File: config.mk
export PLATFORM = sky130hd
export DESIGN_NAME = cim_controller
export DESIGN_NICKNAME = d
export VERILOG_FILES = /design/src/rtl/cim_ctrl_pkg.sv /design/src/rtl/cim_controller_simd_lane_pipe.sv /design/src/rtl/cim_controller.sv
export SDC_FILE = /design/constraint.sdc
export NUM_CORES = 1
export LEC_CHECK = 0
export ABC_AREA = 1
export CORE_ASPECT_RATIO = 1.25
export CORE_MARGIN = 3
export CORE_UTILIZATION = 45
export DETAILED_ROUTE_END_ITERATION = 6
export GPL_ROUTABILITY_DRIVEN = 0
export PLACE_DENSITY = 0.68
export SETUP_SLACK_MARGIN = 0.5
export SLEW_MARGIN = 20
export SYNTH_ARGS = -nofsm -noshare
export SYNTH_HDL_FRONTEND = slang
export SYNTH_HIERARCHICAL = 1
export SYNTH_SLANG_ARGS = --single-unit
File: constraint.sdc
create_clock -name clk -period 4.2 [get_ports clk]
set_input_delay 1.26 -clock clk [delete_from_list [all_inputs] [get_ports clk]]
set_output_delay 1.26 -clock clk [all_outputs]
set_load 0.05 [all_outputs]
File: src/rtl/cim_ctrl_pkg.sv
// cim_ctrl_pkg
// Shared definitions for the CIM post-processing controller: bus widths,
// configuration register indices, opcode (reg7) field positions and the
// controller FSM state encoding.
package cim_ctrl_pkg;

  localparam int DATA_OUT_WIDTH = 32;
  localparam int REG_DATA_WIDTH = 32;
  localparam int REG_DEPTH      = 16;
  localparam int REG_ADDR       = 4;
  localparam int Q_WIDTH        = 64;
  localparam int LANE_W         = 4;
  localparam int N_LANES        = Q_WIDTH / LANE_W;

  // Configuration register indices
  localparam int REG_CTRL   = 0;
  localparam int REG_WDATA  = 1;
  localparam int REG_OPA_LO = 5;
  localparam int REG_OPA_HI = 6;
  localparam int REG_OP     = 7;

  // reg0 bits
  localparam int CTRL_RUN_BIT = 0;
  localparam int CTRL_COL_BIT = 1;

  // reg7 (opcode) fields
  localparam int OP_SHAMT_LSB = 0;
  localparam int OP_SHDIR_BIT = 3;
  localparam int OP_SUB_BIT   = 6;
  localparam int OP_ALU_BIT   = 7;
  localparam int OP_ROT_LSB   = 8;

  typedef enum logic [2:0] {
    ST_IDLE = 3'd0,
    ST_POP  = 3'd1,
    ST_CAL  = 3'd2,
    ST_PROC = 3'd3,
    ST_WR0  = 3'd4,
    ST_WR1  = 3'd5
  } state_t;

endpackage

File: src/rtl/cim_controller_simd_lane_pipe.sv
// simd_lane_pipe
// Combinational lane-wise post-processing of a 64-bit CIM result:
// per-lane shift -> optional per-lane add/subtract -> whole-word lane rotate.
// Optional feature macro: CIM_CTRL_SIMD_ALU_EN (add/subtract stage present
// when defined; otherwise the shift output feeds the rotate stage directly).
// Ports:
//   qin      : 64-bit input word (16 lanes x 4 bits)
//   shamt    : per-lane shift amount, values >= 4 clear the lane
//   sh_right : 1 = logical right shift, 0 = left shift
//   alu_en   : enable add/subtract stage
//   alu_sub  : 1 = subtract operand, 0 = add operand
//   opa_lo   : operand nibbles for lanes 0-7
//   opa_hi   : operand nibbles for lanes 8-15
//   rot      : rotate right by 4*rot bits
//   result   : processed 64-bit word
module simd_lane_pipe
  import cim_ctrl_pkg::*;
(
  input  logic [Q_WIDTH-1:0]        qin,
  input  logic [2:0]                shamt,
  input  logic                      sh_right,
  input  logic                      alu_en,
  input  logic                      alu_sub,
  input  logic [REG_DATA_WIDTH-1:0] opa_lo,
  input  logic [REG_DATA_WIDTH-1:0] opa_hi,
  input  logic [3:0]                rot,
  output logic [Q_WIDTH-1:0]        result
);

  logic [Q_WIDTH-1:0] opa;
  logic [Q_WIDTH-1:0] lanes;
  logic [LANE_W-1:0]  lane;
  logic [3:0]         src;

  assign opa = {opa_hi, opa_lo};

  always_comb begin
    lanes  = '0;
    lane   = '0;
    src    = '0;
    result = '0;
    for (int i = 0; i < N_LANES; i++) begin
      lane = qin[i*LANE_W +: LANE_W];
      // Amounts 4..7 push every bit out of a 4-bit lane.
      if (shamt[2])
        lane = '0;
      else if (sh_right)
        lane = lane >> shamt[1:0];
      else
        lane = lane << shamt[1:0];
`ifdef CIM_CTRL_SIMD_ALU_EN
      // 4-bit arithmetic wraps per lane, no carry into the neighbour.
      if (alu_en)
        lane = alu_sub ? (lane - opa[i*LANE_W +: LANE_W])
                       : (lane + opa[i*LANE_W +: LANE_W]);
`endif
      lanes[i*LANE_W +: LANE_W] = lane;
    end
    // Rotate right by whole lanes: output lane i takes input lane (i+rot) mod 16.
    for (int i = 0; i < N_LANES; i++) begin
      src = 4'(i) + rot;
      result[i*LANE_W +: LANE_W] = lanes[src*LANE_W +: LANE_W];
    end
  end

`ifndef CIM_CTRL_SIMD_ALU_EN
  logic unused_alu;
  assign unused_alu = ^{alu_en, alu_sub, opa};
`endif

endmodule

File: src/rtl/cim_controller.sv
// cim_controller
// CIM post-processing controller: pops one input vector, requests a CIM
// calculation, post-processes the 64-bit result through simd_lane_pipe and
// pushes it to the output FIFO as two 32-bit words (low word first).
// Also holds the 16 x 32-bit host configuration register file.
// Optional feature macro: CIM_CTRL_SIMD_ALU_EN (see simd_lane_pipe).
// Ports:
//   clk, rst          : clock, synchronous active-high reset
//   reg_en/a_reg/d_reg: host register write strobe/address/data
//   empty_inputfifo   : input FIFO empty;  RD_EN_inputfifo : pop pulse
//   cal_b / cal_done  : calculation request / completion
//   qin               : CIM result
//   full_outputfifo   : output FIFO full;  WR_EN_outputfifo/qout : push/data
//   col_en            : reg0[1];  data_cim_in : reg1
//
// state | meaning
// ------+------------------------------------------------------------
// IDLE  | wait for RUN and a non-empty input FIFO
// POP   | one-cycle input FIFO pop
// CAL   | hold cal_b until cal_done is sampled high
// PROC  | register the processed result (reg5/6/7 sampled here)
// WR0   | push result[31:0], stall while output FIFO is full
// WR1   | push result[63:32], stall while output FIFO is full
module cim_controller
  import cim_ctrl_pkg::*;
(
  input  logic                      clk,
  input  logic                      rst,
  input  logic                      reg_en,
  input  logic [REG_ADDR-1:0]       a_reg,
  input  logic [REG_DATA_WIDTH-1:0] d_reg,
  input  logic                      empty_inputfifo,
  output logic                      RD_EN_inputfifo,
  output logic                      cal_b,
  input  logic                      cal_done,
  input  logic [Q_WIDTH-1:0]        qin,
  input  logic                      full_outputfifo,
  output logic                      WR_EN_outputfifo,
  output logic [DATA_OUT_WIDTH-1:0] qout,
  output logic                      col_en,
  output logic [31:0]               data_cim_in
);

  state_t state, state_nxt;

  logic [REG_DATA_WIDTH-1:0] regs [REG_DEPTH];
  logic [Q_WIDTH-1:0]        result_q;
  logic [Q_WIDTH-1:0]        pipe_result;
  logic                      run;

  assign run         = regs[REG_CTRL][CTRL_RUN_BIT];
  assign col_en      = regs[REG_CTRL][CTRL_COL_BIT];
  assign data_cim_in = regs[REG_WDATA];

  simd_lane_pipe u_pipe (
    .qin      (qin),
    .shamt    (regs[REG_OP][OP_SHAMT_LSB +: 3]),
    .sh_right (regs[REG_OP][OP_SHDIR_BIT]),
    .alu_en   (regs[REG_OP][OP_ALU_BIT]),
    .alu_sub  (regs[REG_OP][OP_SUB_BIT]),
    .opa_lo   (regs[REG_OPA_LO]),
    .opa_hi   (regs[REG_OPA_HI]),
    .rot      (regs[REG_OP][OP_ROT_LSB +: 4]),
    .result   (pipe_result)
  );

  always_ff @(posedge clk) begin
    if (rst) begin
      state    <= ST_IDLE;
      result_q <= '0;
      for (int i = 0; i < REG_DEPTH; i++)
        regs[i] <= '0;
    end else begin
      state <= state_nxt;
      if (reg_en)
        regs[a_reg] <= d_reg;
      if (state == ST_PROC)
        result_q <= pipe_result;
    end
  end

  always_comb begin
    state_nxt        = state;
    RD_EN_inputfifo  = 1'b0;
    cal_b            = 1'b0;
    WR_EN_outputfifo = 1'b0;
    qout             = '0;
    case (state)
      ST_IDLE: if (run && !empty_inputfifo) state_nxt = ST_POP;
      ST_POP: begin
        RD_EN_inputfifo = 1'b1;
        state_nxt       = ST_CAL;
      end
      ST_CAL: begin
        cal_b = 1'b1;
        if (cal_done) state_nxt = ST_PROC;
      end
      ST_PROC: state_nxt = ST_WR0;
      ST_WR0: begin
        qout = result_q[31:0];
        if (!full_outputfifo) begin
          WR_EN_outputfifo = 1'b1;
          state_nxt        = ST_WR1;
        end
      end
      ST_WR1: begin
        qout = result_q[63:32];
        if (!full_outputfifo) begin
          WR_EN_outputfifo = 1'b1;
          state_nxt        = ST_IDLE;
        end
      end
      default: state_nxt = ST_IDLE;
    endcase
    // A reset cycle must never pop, push or request a calculation.
    if (rst) begin
      RD_EN_inputfifo  = 1'b0;
      cal_b            = 1'b0;
      WR_EN_outputfifo = 1'b0;
    end
  end

  logic unused_regs;
  assign unused_regs = ^{regs[REG_CTRL][31:2], regs[REG_OP][31:12], regs[REG_OP][5:4]};

endmodule

==> summary.txt, run 1 <==
Run status
  • Status: finished with violations
  • Failing checks: design-rule violations

Min path
  • Hold Path Class: flop to flop

Floorplan
  • Num rows: 61
  • Width of the die: 142 um
  • Initial Utilization: 0.462
  • Core area: 22500 sq um
  • Die height: 176 um
  • Die ar.: 25000 sq um
  • Num ports: 174

Global routing
  • Gr ovfl total: 0
  • First-pass GRT wire length: 58700 um
  • Gr usage total: 0.289
  • Antenna violations before repair: 0
  • Largest net degree at the start of global routing: 97
  • Number of global-route vias before repair: 11100

Finish
  • Fin cells: 2149
  • P&R area growth vs syn: 17.3%
  • Share of layout cells above drive strength 1: 0.0595
  • Final Util: 0.542
  • Final #Nets: 1974
  • N_diodes: 0

Timing
  • Worst rel slew slack: 0.329
  • Fin Setup TNS: 0 ns
  • Clk_skew: 0.0201 ns
  • Min cycle time layout: 3.61 ns
  • Fmax: 277 MHz
  • Max Slew Vio Count: 0
  • Transition time of the tightest slew-check pin: 1.01 ns
  • Final cycle utilization of the critical path: 0.860
  • Hold Violations, Final: 0
  • Final setup viols: 0
  • Unrepaired setup endpoints after global routing: no

Synth
  • Syn_nets: 1913
  • Yosys warns: 6
  • Mapped Area: 10400 sq um
  • Post-Synthesis Cells: 1800
  • Average cell area after synthesis: 5.78 sq um

Place
  • Dpl cells: 2133
  • Hpwl dp: 26900 um
  • PortBufs: 173

Clock tree
  • Maximum clock insertion buffer count: 2
  • Hold_buf cts: 0
  • Cts bufs inserted: 9
  • PostCTS Resize Cnt: 0
  • Worst-Skew Late Latency: 0.36 ns
  • Clock transition at path regs: 0.08 ns
  • Clock root buffer: clkbuf_16
  • CTS tree: yes
  • Clock net sink count: 109
  • Clock H-tree levels: 3
  • Post-CTS Repair Setup Buffers: 0

Routing
  • First-pass iteration count of the detailed router: 7
  • Post-route ant nets: 0
  • DRC violations left: 23
  • WL final: 37300 um
  • Vias/cell: 5.83
  • Vias post-DR: 12500
  • Wirelength per Cell: 17.3 um
  • 1st-iter DRT viols: 1535

Worst setup path
  • Max FO, Critical Path: 5
  • Worst setup path category: input pin to primary output
  • CP arrival: 2.35 ns
  • Crit. End Element: primary output
  • Critical Path Start Type: input pin
  • Worst Path Required: 2.94 ns

Pwr
  • Tot Pwr: 4.04 mW
  • Leak: 5.95 nW
  • PwrDens: 331 nW/um^2
  • Peak VDD IR: 0.569 mV

Job
  • MaxCap Viol Count: 0
cells in the final DEF, fill, tap and decap left out:
cell type and instances:
o21ai_1 13, o21a_1 1, nor2_1 182, buf_4 47, xor2_1 1, nor3_2 1, clkbuf_1 1, a21oi_1 33
nor2_4 3, nor4_2 2, inv_4 2, edfxtp_1 42, inv_6 3, buf_12 9, nor2_2 3, clkinv_2 1
nand4_1 66, xnor2_4 1, o21ai_0 64, dfxtp_1 67, nor3_1 1, inv_1 55, nand3_1 516, clkbuf_16 9
inv_8 1, xor2_2 3, clkinv_4 3, nand2_1 567, xnor2_1 1, inv_2 4, clkdlybuf4s50_1 138, ha_1 7
o21ai_2 19
area by class of cell:
type,instances,area (sq um)
clock buffer,10,229
clock inverter,6,55.1
fill,2320,10300
inverter,63,248
multi-input combinational,1484,6810
sequential,109,2600
tap,283,354
timing repair buffer,194,1910
worst paths after layout:
path                                   start               end  slack [ns]  cells past startpoint
worst max-delay path                     rst  WR_EN_outputfifo        0.59                      3
worst min-delay path            result_q[17]      result_q[17]        0.52                      2
worst max register to register    regs[7][9]      result_q[23]        1.30                     11
worst min register to register  result_q[17]      result_q[17]        0.52                      2
per-stage QoR:
stage	hold WS (ns)	setup WS, ns	cell area (sq um)
finish	0.521	0.590	12200
global route	0.546	0.516	12200
floorplan	0.476	0.720	10400
CTS	0.522	0.576	12200
detailed placement	0.497	0.582	11900
global placement	0.495	0.606	11900
critical path: stages:
cell             delay (ns)
clkdlybuf4s50_1        0.51
nor4_2                 0.39
buf_12                 0.18
sequential cells by signal, summed over array words and instances, names as in the netlist:
name,count
result_q,64
regs,42
state,3
per-layer routing:
metal	wire [um]	GRT usage
met1	15700	0.395
met4	1550	0.116
met2	17100	0.464
met5	0	0
met3	2950	0.0322
report_power, final:
group	internal, mW	leakage, nW	switching [mW]	total (mW)
Sequential	1.23	0.944	0.0763	1.31
Combinational	0.556	4.87	1.34	1.89
Clock	0.416	0.140	0.425	0.840
Power figures use the tool's default switching activity.
==> run 2: changes to the inputs <==
- MAX_ROUTING_LAYER: default -> met4
==> run 2 against run 1 <==
The flow still finishes with violations (design-rule violations). Wire length is essentially flat. Largest power group unchanged. Sequential share of layout area is the same. Non-clock buffer count is the same. Core utilization is the same.
==> summary.txt, run 2 (synthesis gave the netlist of run 1 again) <==
Worst setup path
  • CP arrival: 2.35 ns
  • Crit. End Element: primary output
  • Worst Path Required: 2.94 ns
  • Critical Path Start Type: input pin
  • Max FO, Critical Path: 5
  • Worst setup path category: input pin to primary output

Floorplan
  • Die height: 176 um
  • Die ar.: 25000 sq um
  • Initial Utilization: 0.462
  • Core area: 22500 sq um
  • Num rows: 61
  • Width of the die: 142 um
  • Num ports: 174

Timing
  • Unrepaired setup endpoints after global routing: no
  • Final setup viols: 0
  • Min cycle time layout: 3.61 ns
  • Clk_skew: 0.0179 ns
  • Hold Violations, Final: 0
  • Max Slew Vio Count: 0
  • Fin Setup TNS: 0 ns
  • Fmax: 277 MHz
  • Worst rel slew slack: 0.333
  • Final cycle utilization of the critical path: 0.859
  • Transition time of the tightest slew-check pin: 0.999 ns

Routing
  • First-pass iteration count of the detailed router: 7
  • Post-route ant nets: 0
  • Vias/cell: 5.78
  • Met2 Routed Length: 17200 um
  • 1st-iter DRT viols: 1587
  • DRC violations left: 2
  • Uppermost layer routed: met4
  • Met3 WL post-DR: 2600 um
  • Vias post-DR: 12400
  • M1 wire length: 15900 um
  • WL final: 37300 um
  • Wirelength per Cell: 17.3 um

Job
  • MaxCap Viol Count: 0

Pwr
  • Peak VDD IR: 0.577 mV
  • PwrDens: 331 nW/um^2
  • Tot Pwr: 4.04 mW
  • Leak: 5.95 nW

Place
  • Cell Area, Placed: 11900 sq um
  • Hpwl dp: 26900 um
  • PortBufs: 173

Clock tree
  • Post-CTS Repair Setup Buffers: 0
  • Cts bufs inserted: 9
  • PostCTS Resize Cnt: 0
  • Clock root buffer: clkbuf_16
  • Clock net sink count: 109
  • Clock H-tree levels: 3
  • Clock transition at path regs: 0.07 ns
  • CTS tree: yes
  • Maximum clock insertion buffer count: 2
  • Hold_buf cts: 0
  • Worst-Skew Late Latency: 0.35 ns

Finish
  • P&R area growth vs syn: 17.3%
  • Multi-input gate area: 6810 sq um
  • Layout fillers: 2320
  • Max FFs per register: 64
  • N_diodes: 0
  • Final #Nets: 1974
  • Commonest non-fill, non-tap cell in the layout: nand2_1
  • Share of layout cells above drive strength 1: 0.0595
  • Most frequent cells in the layout: nand2_1, nand3_1, nor2_1
  • Biggest regs: result_q x64, regs x42, state x3
  • Register Area: 2600 sq um
  • Final instance area: 12200 sq um
  • Largest register by flop count: result_q

Global routing
  • First-pass GRT wire length: 58800 um
  • Largest net degree at the start of global routing: 97
  • Number of global-route vias before repair: 11100
  • Gr ovfl total: 0
  • Antenna violations before repair: 0
  • Gr usage total: 0.297

Run status
  • Status: finished with violations
  • Failing checks: design-rule violations

Min path
  • Hold Path Class: flop to flop
## run 2: cell counts in the layout (fill, tap and decap cells not counted)
No cell type changed its count.
## run 2: path summary, 6_finish.rpt
kind / startpoint / slack, ns / cells past startpoint / to
setup / recovery: rst / 0.59 / 3 / WR_EN_outputfifo
hold / removal: result_q[61] / 0.52 / 2 / result_q[61]
setup reg to reg: regs[7][8] / 1.31 / 11 / result_q[23]
hold reg to reg: result_q[61] / 0.52 / 2 / result_q[61]
## run 2: metrics by stage
stage | cells | util | hold WS, ns | setup WS, ns
5_1_grt | 2149 | 0.542 | 0.546 | 0.516
2_1_floorplan | 1800 | - | 0.476 | 0.720
4_1_cts | 2149 | 0.542 | 0.522 | 0.576
3_3_place_gp | 2133 | 0.530 | 0.495 | 0.606
3_5_place_dp | 2133 | 0.530 | 0.497 | 0.582
6_report | 2149 | 0.542 | 0.523 | 0.592
## run 2: power breakdown
group	switching (mW)	internal, mW	leakage (nW)
Clock	0.423	0.416	0.140
Combinational	1.33	0.556	4.87
Sequential	0.0762	1.23	0.944
## run 2: area by class of cell
type / count / share of cell area
clock buffer: 10 / 0.0188
clock inverter: 6 / 0.00451
inverter: 63 / 0.0203
multi-input combinational: 1484 / 0.557
tap: 283 / 0.0290
sequential: 109 / 0.213
timing repair buffer: 194 / 0.157
## run 2: worst max-delay path: stages
cell and delay, ns:
clkdlybuf4s50_1 0.51, nor4_2 0.39, buf_12 0.18
## run 2: layer usage
metal / vias up / global-route usage
met5: - / -
met4: 0 / 0.119
li1: 6175 / -
met1: 5606 / 0.397
met2: 555 / 0.465
met3: 91 / 0.0252
==> run 3: changes to the inputs <==
- MAX_ROUTING_LAYER: met4 -> default
==> results of run 3 <==
Final layout, timing and power as in run 1 (identical DEF).
